**src/rtl/adaptive_filter_out_buf_pkg.sv**
```systemverilog
// Shared types for the adaptive filter output buffer: Q8.6 sample type,
// FIFO entry layout and output FSM state encoding.
package adaptive_filter_pkg;

    localparam int DATA_WIDTH        = 14;
    localparam int FRACTIONAL_LENGTH = 6;

    typedef logic signed [DATA_WIDTH-FRACTIONAL_LENGTH-1:-FRACTIONAL_LENGTH] sample_t;

    typedef struct packed {
        sample_t data;
        logic    mode;
        logic    last;
    } fifo_entry_t;

    localparam int ENTRY_W = $bits(fifo_entry_t);

    typedef enum logic {
        ST_EMPTY,
        ST_HOLD
    } out_state_e;

endpackage

```
**src/rtl/adaptive_filter_out_buf_if.sv**
```systemverilog
// Stream bundle between adaptive_filter, the output buffer and its consumer.
// slave: the buffer's view; master: the environment driving/consuming it.
interface adaptive_filter_out_buf_if;
    import adaptive_filter_pkg::*;

    sample_t s_tdata;
    logic    s_tvalid;
    logic    ctrl;
    sample_t m_tdata;
    logic    m_tvalid;
    logic    m_tready;
    logic    m_tlast;
    logic    m_tuser;

    modport slave (
        input  s_tdata, s_tvalid, ctrl, m_tready,
        output m_tdata, m_tvalid, m_tlast, m_tuser
    );

    modport master (
        output s_tdata, s_tvalid, ctrl, m_tready,
        input  m_tdata, m_tvalid, m_tlast, m_tuser
    );
endinterface

```
**src/rtl/adaptive_filter_out_buf_sync_fifo.sv**
```systemverilog
// Single-clock FIFO storage; pointers carry one extra wrap bit so full and
// empty are distinguished by the MSB. Push while full is honoured only when
// a pop happens in the same cycle.
module sync_fifo #(
    parameter int WIDTH = 16,
    parameter int DEPTH = 8
) (
    input  logic             clk,
    input  logic             rst_n,
    input  logic             push,
    input  logic             pop,
    input  logic [WIDTH-1:0] wdata,
    output logic [WIDTH-1:0] rdata,
    output logic             full,
    output logic             empty
);
    localparam int AW = $clog2(DEPTH);

    logic [WIDTH-1:0] mem [DEPTH];
    logic [AW:0]      wr_ptr_q, wr_ptr_d;
    logic [AW:0]      rd_ptr_q, rd_ptr_d;
    logic             do_push, do_pop;

    // Pointer update and status flags
    always_comb begin
        empty    = (wr_ptr_q == rd_ptr_q);
        full     = (wr_ptr_q[AW] != rd_ptr_q[AW]) && (wr_ptr_q[AW-1:0] == rd_ptr_q[AW-1:0]);
        do_pop   = pop && !empty;
        do_push  = push && (!full || do_pop);
        wr_ptr_d = do_push ? wr_ptr_q + (AW+1)'(1) : wr_ptr_q;
        rd_ptr_d = do_pop  ? rd_ptr_q + (AW+1)'(1) : rd_ptr_q;
        rdata    = mem[rd_ptr_q[AW-1:0]];
    end

    // Pointer registers
    always_ff @(posedge clk or negedge rst_n) begin
        if (!rst_n) begin
            wr_ptr_q <= '0;
            rd_ptr_q <= '0;
        end else begin
            wr_ptr_q <= wr_ptr_d;
            rd_ptr_q <= rd_ptr_d;
        end
    end

    // Storage array, no reset needed: contents are only visible via rd_ptr
    always_ff @(posedge clk) begin
        if (do_push) begin
            mem[wr_ptr_q[AW-1:0]] <= wdata;
        end
    end
endmodule

```
**src/rtl/adaptive_filter_out_buf.sv**
```systemverilog
// Output buffer for adaptive_filter: framing (tlast), mode tagging (tuser),
// sticky overflow detection and an AXI-Stream output stage with a
// registered head entry in front of sync_fifo.
// Optional: ADAPTIVE_FILTER_OUT_BUF_OVF_CNT_EN adds the 8-bit ovf_cnt output.
module adaptive_filter_out_buf
    import adaptive_filter_pkg::*;
#(
    parameter int FIFO_DEPTH = 8,
    parameter int FRAME_LEN  = 16
) (
    input  logic                       clk,
    input  logic                       arst_n,
    adaptive_filter_out_buf_if.slave   bus,
    output logic                       ovf,
    input  logic                       ovf_clr
`ifdef ADAPTIVE_FILTER_OUT_BUF_OVF_CNT_EN
    ,
    output logic [7:0]                 ovf_cnt
`endif
);
    localparam int CNT_W = (FRAME_LEN > 2) ? $clog2(FRAME_LEN) : 1;

    logic        rst_meta_q, rst_meta_d, rst_sync_q, rst_sync_d;
    out_state_e  state_q, state_d;
    fifo_entry_t head_q, head_d;
    logic [CNT_W-1:0] cnt_q, cnt_d, cur_cnt;
    logic        mode_q, mode_d;
    logic        ovf_q, ovf_d;
    logic        pop_out, fifo_pop, fifo_full, fifo_empty, accept, drop;
    fifo_entry_t wr_entry;
    logic [ENTRY_W-1:0] fifo_rdata;

    // Reset synchroniser: assert immediately, release two edges later
    always_comb begin
        rst_meta_d = 1'b1;
        rst_sync_d = rst_meta_q;
    end

    // Reset synchroniser flops
    always_ff @(posedge clk or negedge arst_n) begin
        if (!arst_n) begin
            rst_meta_q <= 1'b0;
            rst_sync_q <= 1'b0;
        end else begin
            rst_meta_q <= rst_meta_d;
            rst_sync_q <= rst_sync_d;
        end
    end

    // Write side: framing, acceptance and overflow tracking
    always_comb begin
        pop_out       = (state_q == ST_HOLD) && bus.m_tready;
        fifo_pop      = !fifo_empty && ((state_q == ST_EMPTY) || pop_out);
        accept        = bus.s_tvalid && (!fifo_full || pop_out);
        drop          = bus.s_tvalid && !accept;
        cur_cnt       = (bus.ctrl != mode_q) ? '0 : cnt_q;
        wr_entry.data = bus.s_tdata;
        wr_entry.mode = bus.ctrl;
        wr_entry.last = (cur_cnt == CNT_W'(FRAME_LEN - 1));
        cnt_d         = cnt_q;
        mode_d        = mode_q;
        if (bus.s_tvalid) begin
            cnt_d  = wr_entry.last ? '0 : cur_cnt + CNT_W'(1);
            mode_d = bus.ctrl;
        end
        ovf_d = drop ? 1'b1 : (ovf_clr ? 1'b0 : ovf_q);
        head_d = fifo_pop ? fifo_entry_t'(fifo_rdata) : head_q;
    end

    // Output FSM next state
    always_comb begin
        state_d = state_q;
        case (state_q)
            ST_EMPTY: if (!fifo_empty) state_d = ST_HOLD;
            ST_HOLD:  if (pop_out && fifo_empty) state_d = ST_EMPTY;
            default:  state_d = ST_EMPTY;
        endcase
    end

    // Output FSM outputs
    always_comb begin
        bus.m_tvalid = (state_q == ST_HOLD);
        bus.m_tdata  = head_q.data;
        bus.m_tlast  = head_q.last;
        bus.m_tuser  = head_q.mode;
        ovf          = ovf_q;
    end

    // State, head entry, frame counter and overflow registers
    always_ff @(posedge clk or negedge rst_sync_q) begin
        if (!rst_sync_q) begin
            state_q <= ST_EMPTY;
            head_q  <= '0;
            cnt_q   <= '0;
            mode_q  <= 1'b0;
            ovf_q   <= 1'b0;
        end else begin
            state_q <= state_d;
            head_q  <= head_d;
            cnt_q   <= cnt_d;
            mode_q  <= mode_d;
            ovf_q   <= ovf_d;
        end
    end

`ifdef ADAPTIVE_FILTER_OUT_BUF_OVF_CNT_EN
    logic [7:0] ovf_cnt_q, ovf_cnt_d;

    // Saturating dropped-sample counter; a drop in the clearing cycle counts
    always_comb begin
        ovf_cnt_d = ovf_cnt_q;
        if (ovf_clr) begin
            ovf_cnt_d = drop ? 8'd1 : '0;
        end else if (drop && (ovf_cnt_q != '1)) begin
            ovf_cnt_d = ovf_cnt_q + 8'd1;
        end
        ovf_cnt = ovf_cnt_q;
    end

    // Dropped-sample counter register
    always_ff @(posedge clk or negedge rst_sync_q) begin
        if (!rst_sync_q) begin
            ovf_cnt_q <= '0;
        end else begin
            ovf_cnt_q <= ovf_cnt_d;
        end
    end
`endif

    sync_fifo #(
        .WIDTH (ENTRY_W),
        .DEPTH (FIFO_DEPTH)
    ) u_fifo (
        .clk   (clk),
        .rst_n (rst_sync_q),
        .push  (accept),
        .pop   (fifo_pop),
        .wdata (wr_entry),
        .rdata (fifo_rdata),
        .full  (fifo_full),
        .empty (fifo_empty)
    );
endmodule

```
**src/flat_wrapper.sv**
```systemverilog
// flat-port wrapper written by rule: the top's interface ports become plain ports
module adaptive_filter_out_buf_flat import adaptive_filter_pkg::*;
#(
    parameter int FIFO_DEPTH = 8,
    parameter int FRAME_LEN  = 16
)
  (clk, arst_n, ovf, ovf_clr, bus_s_tdata, bus_s_tvalid, bus_ctrl, bus_m_tready, bus_m_tdata, bus_m_tvalid, bus_m_tlast, bus_m_tuser);
  adaptive_filter_out_buf_if bus_i ();
  input  logic clk;
  input  logic arst_n;
  output logic ovf;
  input  logic ovf_clr;
  input wire logic [$bits(bus_i.s_tdata)-1:0] bus_s_tdata;
  input wire logic [$bits(bus_i.s_tvalid)-1:0] bus_s_tvalid;
  input wire logic [$bits(bus_i.ctrl)-1:0] bus_ctrl;
  input wire logic [$bits(bus_i.m_tready)-1:0] bus_m_tready;
  output wire logic [$bits(bus_i.m_tdata)-1:0] bus_m_tdata;
  output wire logic [$bits(bus_i.m_tvalid)-1:0] bus_m_tvalid;
  output wire logic [$bits(bus_i.m_tlast)-1:0] bus_m_tlast;
  output wire logic [$bits(bus_i.m_tuser)-1:0] bus_m_tuser;
  assign bus_i.s_tdata = bus_s_tdata;
  assign bus_i.s_tvalid = bus_s_tvalid;
  assign bus_i.ctrl = bus_ctrl;
  assign bus_i.m_tready = bus_m_tready;
  assign bus_m_tdata = bus_i.m_tdata;
  assign bus_m_tvalid = bus_i.m_tvalid;
  assign bus_m_tlast = bus_i.m_tlast;
  assign bus_m_tuser = bus_i.m_tuser;
  adaptive_filter_out_buf #(.FIFO_DEPTH(FIFO_DEPTH), .FRAME_LEN(FRAME_LEN)) u_core (.clk(clk), .arst_n(arst_n), .bus(bus_i), .ovf(ovf), .ovf_clr(ovf_clr));
endmodule
```
**config.mk**
```make
export PLATFORM = sky130hd
export DESIGN_NAME = adaptive_filter_out_buf_flat
export DESIGN_NICKNAME = d
export VERILOG_FILES = /design/src/rtl/adaptive_filter_out_buf_pkg.sv /design/src/rtl/adaptive_filter_out_buf_if.sv /design/src/rtl/adaptive_filter_out_buf_sync_fifo.sv /design/src/rtl/adaptive_filter_out_buf.sv /design/src/flat_wrapper.sv
export SDC_FILE = /design/constraint.sdc
export NUM_CORES = 1
export LEC_CHECK = 0
export BUFFER_PORTS_ARGS = -buffer_cell sky130_fd_sc_hd__buf_2
export CAP_MARGIN = 20
export CORE_MARGIN = 2
export CORE_UTILIZATION = 55
export DETAILED_ROUTE_END_ITERATION = 8
export GPL_ROUTABILITY_DRIVEN = 0
export GPL_TIMING_DRIVEN = 0
export PLACE_DENSITY = 0.84
export SYNTH_ARGS = -nofsm -noshare
export SYNTH_HDL_FRONTEND = slang
export SYNTH_SLANG_ARGS = --single-unit
```
**constraint.sdc**
```tcl
create_clock -name clk -period 2.5 [get_ports clk]
set_clock_uncertainty 0.05 [all_clocks]
set_input_delay 0.125 -clock clk [delete_from_list [all_inputs] [get_ports clk]]
set_output_delay 0.125 -clock clk [all_outputs]
set_load 0.01 [all_outputs]
```
==> results.toml, run 1 <==
[timing]
slew_violations = 0
period_needed_ns = 2.394
hold_viol_final = 0
tightest_slew_ns = 0.8748
relSlewSlack_pct = 41.68
setup_viol_count_final = 0
timing.final.ws_setup_ns = 0.1060
fmax_mhz = 417.7
fin_crit_sh_pct = 95.76
rsz0062_at_grt = "false"

[hold_path]
hold_path_depth = 3
hold_class = "in -> reg"
min_from = "bus_m_tready"

[clock_network]
cts_htree_levels = 4
cts_buffers = 17
path_clk_slew_ns = 0.06
clock_path_buffers = 2
cts_tree = "done"
clk_latency_ns = 0.42
clockRootBuffer = "clkbuf_16"
clkSinkCount = 161

[placed_design]
place_inst = 511
numPortBuffers = 37
dpl.hpwl_um = 8043
pre_cts_slack_ns = -0.1883

[yosys]
ys_seq_elements = 161
yosys.area_share.adder_pct = 0.5990
yosysSeqAreaShare_pct = 74.52
yosysTopAreaCell = "edfxtp_1"
synthArstFlopShare_pct = 20.50
synth_common_cells = "128 x edfxtp_1, 33 x dfrtp_1, 32 x mux4_2, 20 x nand2_1"
synth_cells = 324
synth_top_family_by_area = "multiplexers"
synth-warning-count = 0
synth_fp_nets = 347
synthFlopType = "edfxtp_1"
yosys-top-cells-area = "edfxtp_1 61%, dfrtp_1 13%, mux4_2 12%"
synth_cell_types = 32
synthesis.area_sq_um = 6266
synth_simple_gate_area_share_pct = 3.355
synth_top_area_share_pct = 61.34
synth.most_common_cell = "edfxtp_1"
synth-edff-count = 128
yosys.area_share.xor_xnor_pct = 1.538
synth.area.mux_share_pct = 14.84
synth_compound_gate_area_share_pct = 3.095
avgSynthCellArea_sq_um = 19.34

[route]
first_pass_iters = 4
ant_nets = 0
drcViolationCount = 0
first_iter_violations = 278
drt-total-wl_um = 13550
wire_per_inst_um = 23.86
via_per_inst = 5.926
num_vias = 3366

[floorplan]
coreArea_sq_um = 10980
dieArea_sq_um = 12260
initial_utilization_pct = 57.05
fp-row-count = 38
io_pins = 38
die_h_um = 110.7
die_w_um = 110.7

[worst_setup_path]
cp_slowest_cell = "dfrtp_1"
end_kind = "flop"
criticalPathCategory = "reg -> reg"
worst-path-stages = 7
path_cells = "clkbuf_4 > xor2_1 > or3_4 > o211ai_1 > buf_4 > nor2_4 > buf_8"
cpPeakStageDelay_ns = 0.35
r2r_end = "u_core.u_fifo.mem[3][9]"
startpoint_type = "flop"
cp-startpoint = "u_core.u_fifo.wr_ptr_q[0]"
crit_path_end = "u_core.u_fifo.mem[3][9]"
worstPathArrival_ns = 2.47
rr_worst_depth = 7
rr_startpoint = "u_core.u_fifo.wr_ptr_q[0]"
cpLargestDelayFamily = "buffers and inverters"
worstPathRequired_ns = 2.57
rrSetupSlack_ns = 0.11
critPathMaxFanout = 11
cp_num_buf_inv = 3

[pwr]
seqPwrFrac_pct = 40.4
pwr-share-clk_pct = 26.7
p_int_uw = 6176
combPwrFrac_pct = 33.0
power_switching_uw = 2973
ir_worst_vdd_mv = 0.5908
p_leak_uw = 0.002783
switching_share_pct = 32.49
power.density_nw_per_um2 = 1190

[global_route]
grt_antenna_before_repair = 0
grt_pass1_wl_um = 20180
grt_max_degree = 24
grt_pass1_vias = 3481
grt_use_total_pct = 22.83
grt_overflow_total = 0

[flow_run]
max_cap_violations = 0

[final_layout]
final_nets = 438
antenna_cells = 0
area_growth_pct = 22.68
drive_above_1_share_pct = 33.88
fillCellCount = 631
final_cell_count_no_fill = 568

[status]
status = "finished, final reports clean"
worst min-delay path by stage:
stage,end
final,u_core.bus.m_tvalid
after CTS,u_core.bus.m_tvalid
after global placement,u_core.rst_sync_q
after floorplan,u_core.rst_meta_q
after detailed placement,u_core.rst_sync_q
after global routing,u_core.bus.m_tvalid
flip-flops by register name (all words and copies together) (netlist names):
register	flops
u_core.bus.m_tvalid	1
u_core.bus.m_tdata	14
u_core.rst_sync_q	1
u_core.u_fifo.mem	128
u_core.ovf	1
u_core.cnt_q	4
u_core.rst_meta_q	1
u_core.mode_q	1
u_core.bus.m_tlast	1
u_core.bus.m_tuser	1
u_core.u_fifo.rd_ptr_q	4
u_core.u_fifo.wr_ptr_q	4
logic make-up (layout without fill, tap and decap cells):
group                    Yosys count  in the layout
XOR/XNOR                          11             11
flip-flops                       161            161
multiplexers                      52             52
AND/OR/NAND/NOR                   45             45
adder cells (fa/ha/maj)            3              3
other                              1              1
AO/OA/AOI/OAI                     30             30
buffers and inverters             21            125
routing by layer:
metal | vias up | part of all wire (%) | track usage (%)
li1 | 1458 | - | -
met4 | 0 | 1.8 | 9.833
met3 | 21 | 6.1 | 5.577
met5 | - | 0 | 0
met1 | 1740 | 39 | 27.98
met2 | 147 | 53 | 38.98
power by group through the flow:
| stage | Clock (uW) | Combinational (uW) | Sequential (uW) |
|---|---|---|---|
| final | 2440 | 3020 | 3690 |
| after global routing | 2580 | 3230 | 3730 |
| after CTS | 2460 | 2940 | 3690 |
| after detailed placement | 0 | 2830 | 3730 |
| after global placement | 0 | 2570 | 3710 |
| after floorplan | 0 | 1870 | 3750 |
tightest hold or removal path, delay by kind of cell:
kind	cells	cell delay [ns]
buf+inv	1	0.08
simple gates	2	0.24
layout make-up:
cell class | instances | area (sq um) | share of cell area [%]
multi-input combinational | 142 | 1550 | 20.17
timing repair buffer | 72 | 594.3 | 7.731
buffer | 17 | 117.6 | 1.530
clock inverter | 12 | 98.84 | 1.286
inverter | 4 | 15.01 | 0.1953
sequential | 161 | 4669 | 60.74
clock buffer | 20 | 466.7 | 6.071
tap | 140 | 175.2 | 2.279
repair_timing:
action,4_1_cts,5_1_grt
hold buffers,18,0
gates resized for setup,4,4
buffers inserted,0,7
pin swaps,1,6
setup endpoints to repair,59,75
hold endpoints to repair,123,0
cells in the final DEF (no fill, tap or decap), drive strengths merged, types with 4 or more instances in the layout:
cell	Yosys	routed
edfxtp	128	128
dlygate4sd3	0	18
buf	12	65
mux4	32	32
dfrtp	33	33
mux2	4	4
xnor2	4	4
mux2i	16	16
xor2	7	7
nand3	4	4
nand2	20	20
inv	4	9
o21ai	20	20
nor2	6	6
a21oi	4	4
nor3	5	5
clkbuf	5	26
clkinvlp	0	4
through the flow:
stage,hold WS [ns],util (%),area (sq um),setup TNS [ns],total power [uW]
after floorplan,-0.2206,-,6277,-13.38,5619
after global placement,-0.1402,60.44,6638,-121.58,6281
after detailed placement,-0.1365,62.17,6828,-4.491,6552
after CTS,0.005533,69.09,7589,-4.083,9096
after global routing,0.02370,69.99,7687,0,9539
final,0.01846,69.99,7687,0,9148
(Power assumes the default switching activity.)
==> run 2: changes to the inputs <==
--- a/config.mk
+++ b/config.mk
@@ -12,7 +12,7 @@
 export DETAILED_ROUTE_END_ITERATION = 8
 export GPL_ROUTABILITY_DRIVEN = 0
 export GPL_TIMING_DRIVEN = 0
-export PLACE_DENSITY = 0.84
+export PLACE_DENSITY = 0.78
 export SYNTH_ARGS = -nofsm -noshare
 export SYNTH_HDL_FRONTEND = slang
 export SYNTH_SLANG_ARGS = --single-unit
==> results.toml, run 2 (synthesis gave the netlist of run 1 again) <==
[final_layout]
final_nets = 438
layout_common_cells = "128 x edfxtp_1, 44 x buf_2, 33 x dfrtp_1"
final_cell_count_no_fill = 568
antenna_cells = 0
drive_above_1_share_pct = 33.18
fillCellCount = 651
largest_register_ffs = 128
final_common_cell = "edfxtp_1"
area_growth_pct = 22.92

[floorplan]
coreArea_sq_um = 10980
die_h_um = 110.7
die_w_um = 110.7
dieArea_sq_um = 12260
io_pins = 38
initial_utilization_pct = 57.05
fp-row-count = 38

[timing]
slew_violations = 0
relSlewSlack_pct = 38.32
period_needed_ns = 2.377
setup_tns_ns = 0
rsz0062_at_grt = "false"
hold_viol_final = 0
setup_viol_count_final = 0
fmax_mhz = 420.7
fin_crit_sh_pct = 95.08
tightest_slew_ns = 0.9252

[global_route]
grt_pass1_vias = 3434
grt_pass1_wl_um = 19630
grt_use_total_pct = 22.06
grt_max_degree = 19
grt_overflow_total = 0
grt_antenna_before_repair = 0

[route]
drt-total-wl_um = 12720
first_pass_iters = 5
first_iter_violations = 183
wire_per_inst_um = 22.40
drcViolationCount = 0
via_per_inst = 5.664
num_vias = 3217
ant_nets = 0

[pwr]
power_switching_uw = 2866
pwr-share-clk_pct = 29.3
combPwrFrac_pct = 31.3
p_int_uw = 6475
switching_share_pct = 30.68
seqPwrFrac_pct = 39.4
ir_worst_vdd_mv = 0.6670
power.density_nw_per_um2 = 1213
p_leak_uw = 0.002805

[worst_setup_path]
worstPathArrival_ns = 2.45
r2r_end = "u_core.u_fifo.mem[5][7]"
critPathMaxFanout = 9
cp_slowest_cell = "xor2_1"
cp-startpoint = "u_core.u_fifo.wr_ptr_q[0]"
rrSetupSlack_ns = 0.12
cpPeakStageDelay_ns = 0.36
criticalPathCategory = "reg -> reg"
rr_worst_depth = 7
worstPathRequired_ns = 2.58
path_cells = "buf_2 > xor2_1 > or3_4 > o211ai_1 > buf_4 > nor2_4 > buf_8"
end_kind = "flop"
rr_startpoint = "u_core.u_fifo.wr_ptr_q[0]"
crit_path_end = "u_core.u_fifo.mem[5][7]"
startpoint_type = "flop"

[clock_network]
cts_tree = "done"
path_clk_slew_ns = 0.06
clk_latency_ns = 0.42
clock_path_buffers = 2
clockRootBuffer = "clkbuf_16"
cts_buffers = 17
clkSinkCount = 161
cts_htree_levels = 4

[status]
status = "finished, final reports clean"

[placed_design]
numPortBuffers = 37
place_inst = 511
dpl.hpwl_um = 7821

[hold_path]
hold_class = "in -> reg"

[flow_run]
max_cap_violations = 0
[run 2: worst min-delay path by stage]
| stage | cells after the start | endpoint | from |
|---|---|---|---|
| 6_report | 3 | u_core.bus.m_tvalid | bus_m_tready |
| 5_1_grt | 3 | u_core.bus.m_tvalid | bus_m_tready |
| 4_1_cts | 3 | u_core.bus.m_tvalid | bus_m_tready |
| 3_5_place_dp | 1 | u_core.rst_sync_q | arst_n |
| 3_3_place_gp | 1 | u_core.rst_sync_q | arst_n |
| 2_1_floorplan | 0 | u_core.rst_meta_q | arst_n |
[run 2: routing by layer]
layer  wire (um)  share of wire, %  global-route usage [%]
met1        5173                41                   28.97
met2        6676                52                   36.48
met3         694               5.5                   5.522
met4         179               1.4                   7.583
met5           0                 0                       0
[run 2: worst max-delay path: cells and delay by family (launching register included)]
kind	cells	cell delay (ns)
flops	1	0.35
simple gates	2	0.55
compound gates	1	0.10
xor+xnor	1	0.36
buf+inv	3	0.68
[run 2: layout make-up]
cell class | count | area [sq um] | area share, %
clock inverters | 11 | 176.4 | 2.290
plain buffers | 17 | 110.1 | 1.430
repair buffers | 72 | 561.8 | 7.294
well taps | 140 | 175.2 | 2.274
inverters | 4 | 15.01 | 0.1949
clock buffers | 21 | 450.4 | 5.848
multi-input cells | 142 | 1544 | 20.05
flip-flops and latches | 161 | 4669 | 60.62
[run 2: timing repair]
| item | 4_1_cts | 5_1_grt |
|---|---|---|
| resized for setup | 4 | 0 |
| hold buffers | 18 | 0 |
| hold endpoints to repair | 123 | 0 |
| setup endpoints to repair | 50 | 42 |
| pin swaps | 4 | 4 |
| buffers inserted | 1 | 6 |
[run 2: power by group through the flow]
stage | Combinational, uW | Clock (uW) | Sequential [uW]
6_report | 2930 | 2730 | 3680
5_1_grt | 3150 | 2890 | 3730
4_1_cts | 2920 | 2750 | 3680
3_5_place_dp | 2820 | 0 | 3730
3_3_place_gp | 2600 | 0 | 3710
2_1_floorplan | 1870 | 0 | 3750
[run 2: stage by stage]
step | total power [uW] | utilization [%] | worst slack [ns] | hold WS (ns) | cell area, sq um
after floorplan | 5619 | - | -0.2744 | -0.2206 | 6277
after CTS | 9351 | 69.72 | 0.002939 | 0.01656 | 7657
after global routing | 9773 | 70.13 | 0.01518 | 0.02267 | 7702
after detailed placement | 6545 | 62.10 | -0.2124 | -0.1366 | 6820
after global placement | 6312 | 60.44 | -1.470 | -0.1405 | 6638
final | 9341 | 70.13 | 0.1230 | 0.02415 | 7702
==> run 3: changes to the inputs <==
==> constraint.sdc (replaced) <==
create_clock -name clk -period 2.5 [get_ports clk]
set_clock_uncertainty 0.05 [all_clocks]
set_input_delay 0.25 -clock clk [delete_from_list [all_inputs] [get_ports clk]]
set_output_delay 0.25 -clock clk [all_outputs]
set_load 0.01 [all_outputs]
==> results.toml, run 3 (synthesis gave the netlist of run 1 again) <==
[route]
via_per_inst = 5.719
drt-total-wl_um = 12520
drcViolationCount = 0
first_pass_iters = 4
first_iter_violations = 188
wire_per_inst_um = 22.68
num_vias = 3157
ant_nets = 0

[worst_setup_path]
critPathMaxFanout = 9
worstPathRequired_ns = 2.58
rrSetupSlack_ns = 0.13
criticalPathCategory = "reg -> reg"
r2r_end = "u_core.u_fifo.mem[5][3]"
rr_startpoint = "u_core.u_fifo.wr_ptr_q[0]"
cp-startpoint = "u_core.u_fifo.wr_ptr_q[0]"
worstPathArrival_ns = 2.45
end_kind = "flop"
rr_worst_depth = 7
startpoint_type = "flop"

[timing]
rsz0062_at_grt = "false"
setup_viol_count_final = 0
fin_crit_sh_pct = 94.93
hold_viol_final = 0
relSlewSlack_pct = 42.05
fmax_mhz = 421.4
slew_violations = 0
period_needed_ns = 2.373
tightest_slew_ns = 0.8692
setup_tns_ns = 0

[placed_design]
dpl.hpwl_um = 7821
placed_area_sq_um = 6820
numPortBuffers = 37

[global_route]
grt_pass1_wl_um = 19420
grt_pass1_vias = 3377
grt_antenna_before_repair = 0
grt_use_total_pct = 21.89
grt_max_degree = 19
grt_overflow_total = 0

[floorplan]
initial_utilization_pct = 57.05
die_w_um = 110.7
coreArea_sq_um = 10980
die_h_um = 110.7
dieArea_sq_um = 12260
fp-row-count = 38
io_pins = 38

[clock_network]
clockRootBuffer = "clkbuf_16"
clkSinkCount = 161
cts_buffers = 17
cts_htree_levels = 4
clk_latency_ns = 0.42
clock_path_buffers = 2
cts_tree = "done"
path_clk_slew_ns = 0.06

[final_layout]
final_nets = 422
final_area_sq_um = 7542
drive_above_1_share_pct = 34.47
area_growth_pct = 20.37
final_common_cell = "edfxtp_1"
utilization_pct = 68.67
fillCellCount = 663
largest_register_ffs = 128
antenna_cells = 0
layout_common_cells = "128 x edfxtp_1, 44 x buf_2, 33 x dfrtp_1"

[pwr]
power_uw = 9306
power_switching_uw = 2848
p_int_uw = 6458
pwr-share-clk_pct = 29.3
power.density_nw_per_um2 = 1234
ir_worst_vdd_mv = 0.6659
combPwrFrac_pct = 31.2
seqPwrFrac_pct = 39.5
switching_share_pct = 30.60
p_leak_uw = 0.002738

[flow_run]
max_cap_violations = 0

[hold_path]
min_from = "bus_s_tdata[5]"
hold_path_depth = 1
hold_class = "in -> reg"
hold_end = "u_core.u_fifo.mem[4][7]"

[status]
status = "finished, final reports clean"
==> run 3: cell count changes in the layout (fill, tap and decap cells not counted), sizes merged <==
cell and delta:
dlygate4sd3 -16
==> run 3: metrics by stage <==
step	instances	hold WS (ns)	setup WS [ns]
2_1_floorplan	324	-0.09559	-0.2744
6_report	552	0.03786	0.1267
4_1_cts	546	0.03529	0.002939
3_5_place_dp	511	-0.01162	-0.2124
3_3_place_gp	501	-0.01553	-1.470
5_1_grt	552	0.04405	0.01518
==> run 3: power groups by stage <==
| stage | clock network [uW] | logic [uW] | registers, uW |
|---|---|---|---|
| after floorplan | 0 | 1870 | 3750 |
| after global placement | 0 | 2600 | 3710 |
| after detailed placement | 0 | 2820 | 3730 |
| after CTS | 2750 | 2900 | 3680 |
| after global routing | 2890 | 3130 | 3730 |
| final | 2730 | 2900 | 3680 |
==> run 3: cell type report <==
type | instances | area (sq um) | area share [%]
multi-input combinational | 142 | 1544 | 20.47
sequential | 161 | 4669 | 61.91
buffer | 17 | 110.1 | 1.460
timing repair buffer | 56 | 401.6 | 5.325
inverter | 4 | 15.01 | 0.1991
tap | 140 | 175.2 | 2.322
clock inverter | 11 | 176.4 | 2.339
clock buffer | 21 | 450.4 | 5.972
==> run 3: routing by layer <==
| layer | track usage [%] | share of wire [%] | up-vias | wire length (um) |
|---|---|---|---|---|
| met1 | 28.77 | 41 | 1626 | 5087 |
| met5 | 0 | 0 | - | 0 |
| met4 | 7.583 | 1.7 | 0 | 216 |
| met2 | 36.07 | 52 | 88 | 6498 |
| met3 | 5.577 | 5.7 | 16 | 719 |
| li1 | - | - | 1427 | - |
==> run 3: worst max path at each step <==
stage,cells after the start,end
after global routing,7,u_core.u_fifo.mem[5][3]
after global placement,5,u_core.u_fifo.mem[6][9]
final,7,u_core.u_fifo.mem[5][3]
after floorplan,5,u_core.u_fifo.mem[2][0]
after CTS,6,u_core.u_fifo.mem[5][3]
after detailed placement,6,u_core.u_fifo.mem[4][9]
==> run 3: critical path, stage by stage (launching register included) <==
cell and delay, ns:
dfrtp_1 0.35, buf_2 0.28, xor2_1 0.35, or3_4 0.24, o211ai_1 0.10, buf_4 0.20, nor2_4 0.31, buf_8 0.20
==> run 3: repair_timing <==
item | in CTS | in global routing
resized for setup | 4 | 0
hold endpoints to repair | 3 | 0
pin swaps | 4 | 4
cloned | 0 | 0
setup endpoints to repair | 50 | 42
buffers inserted | 1 | 6
hold buffers | 2 | 0
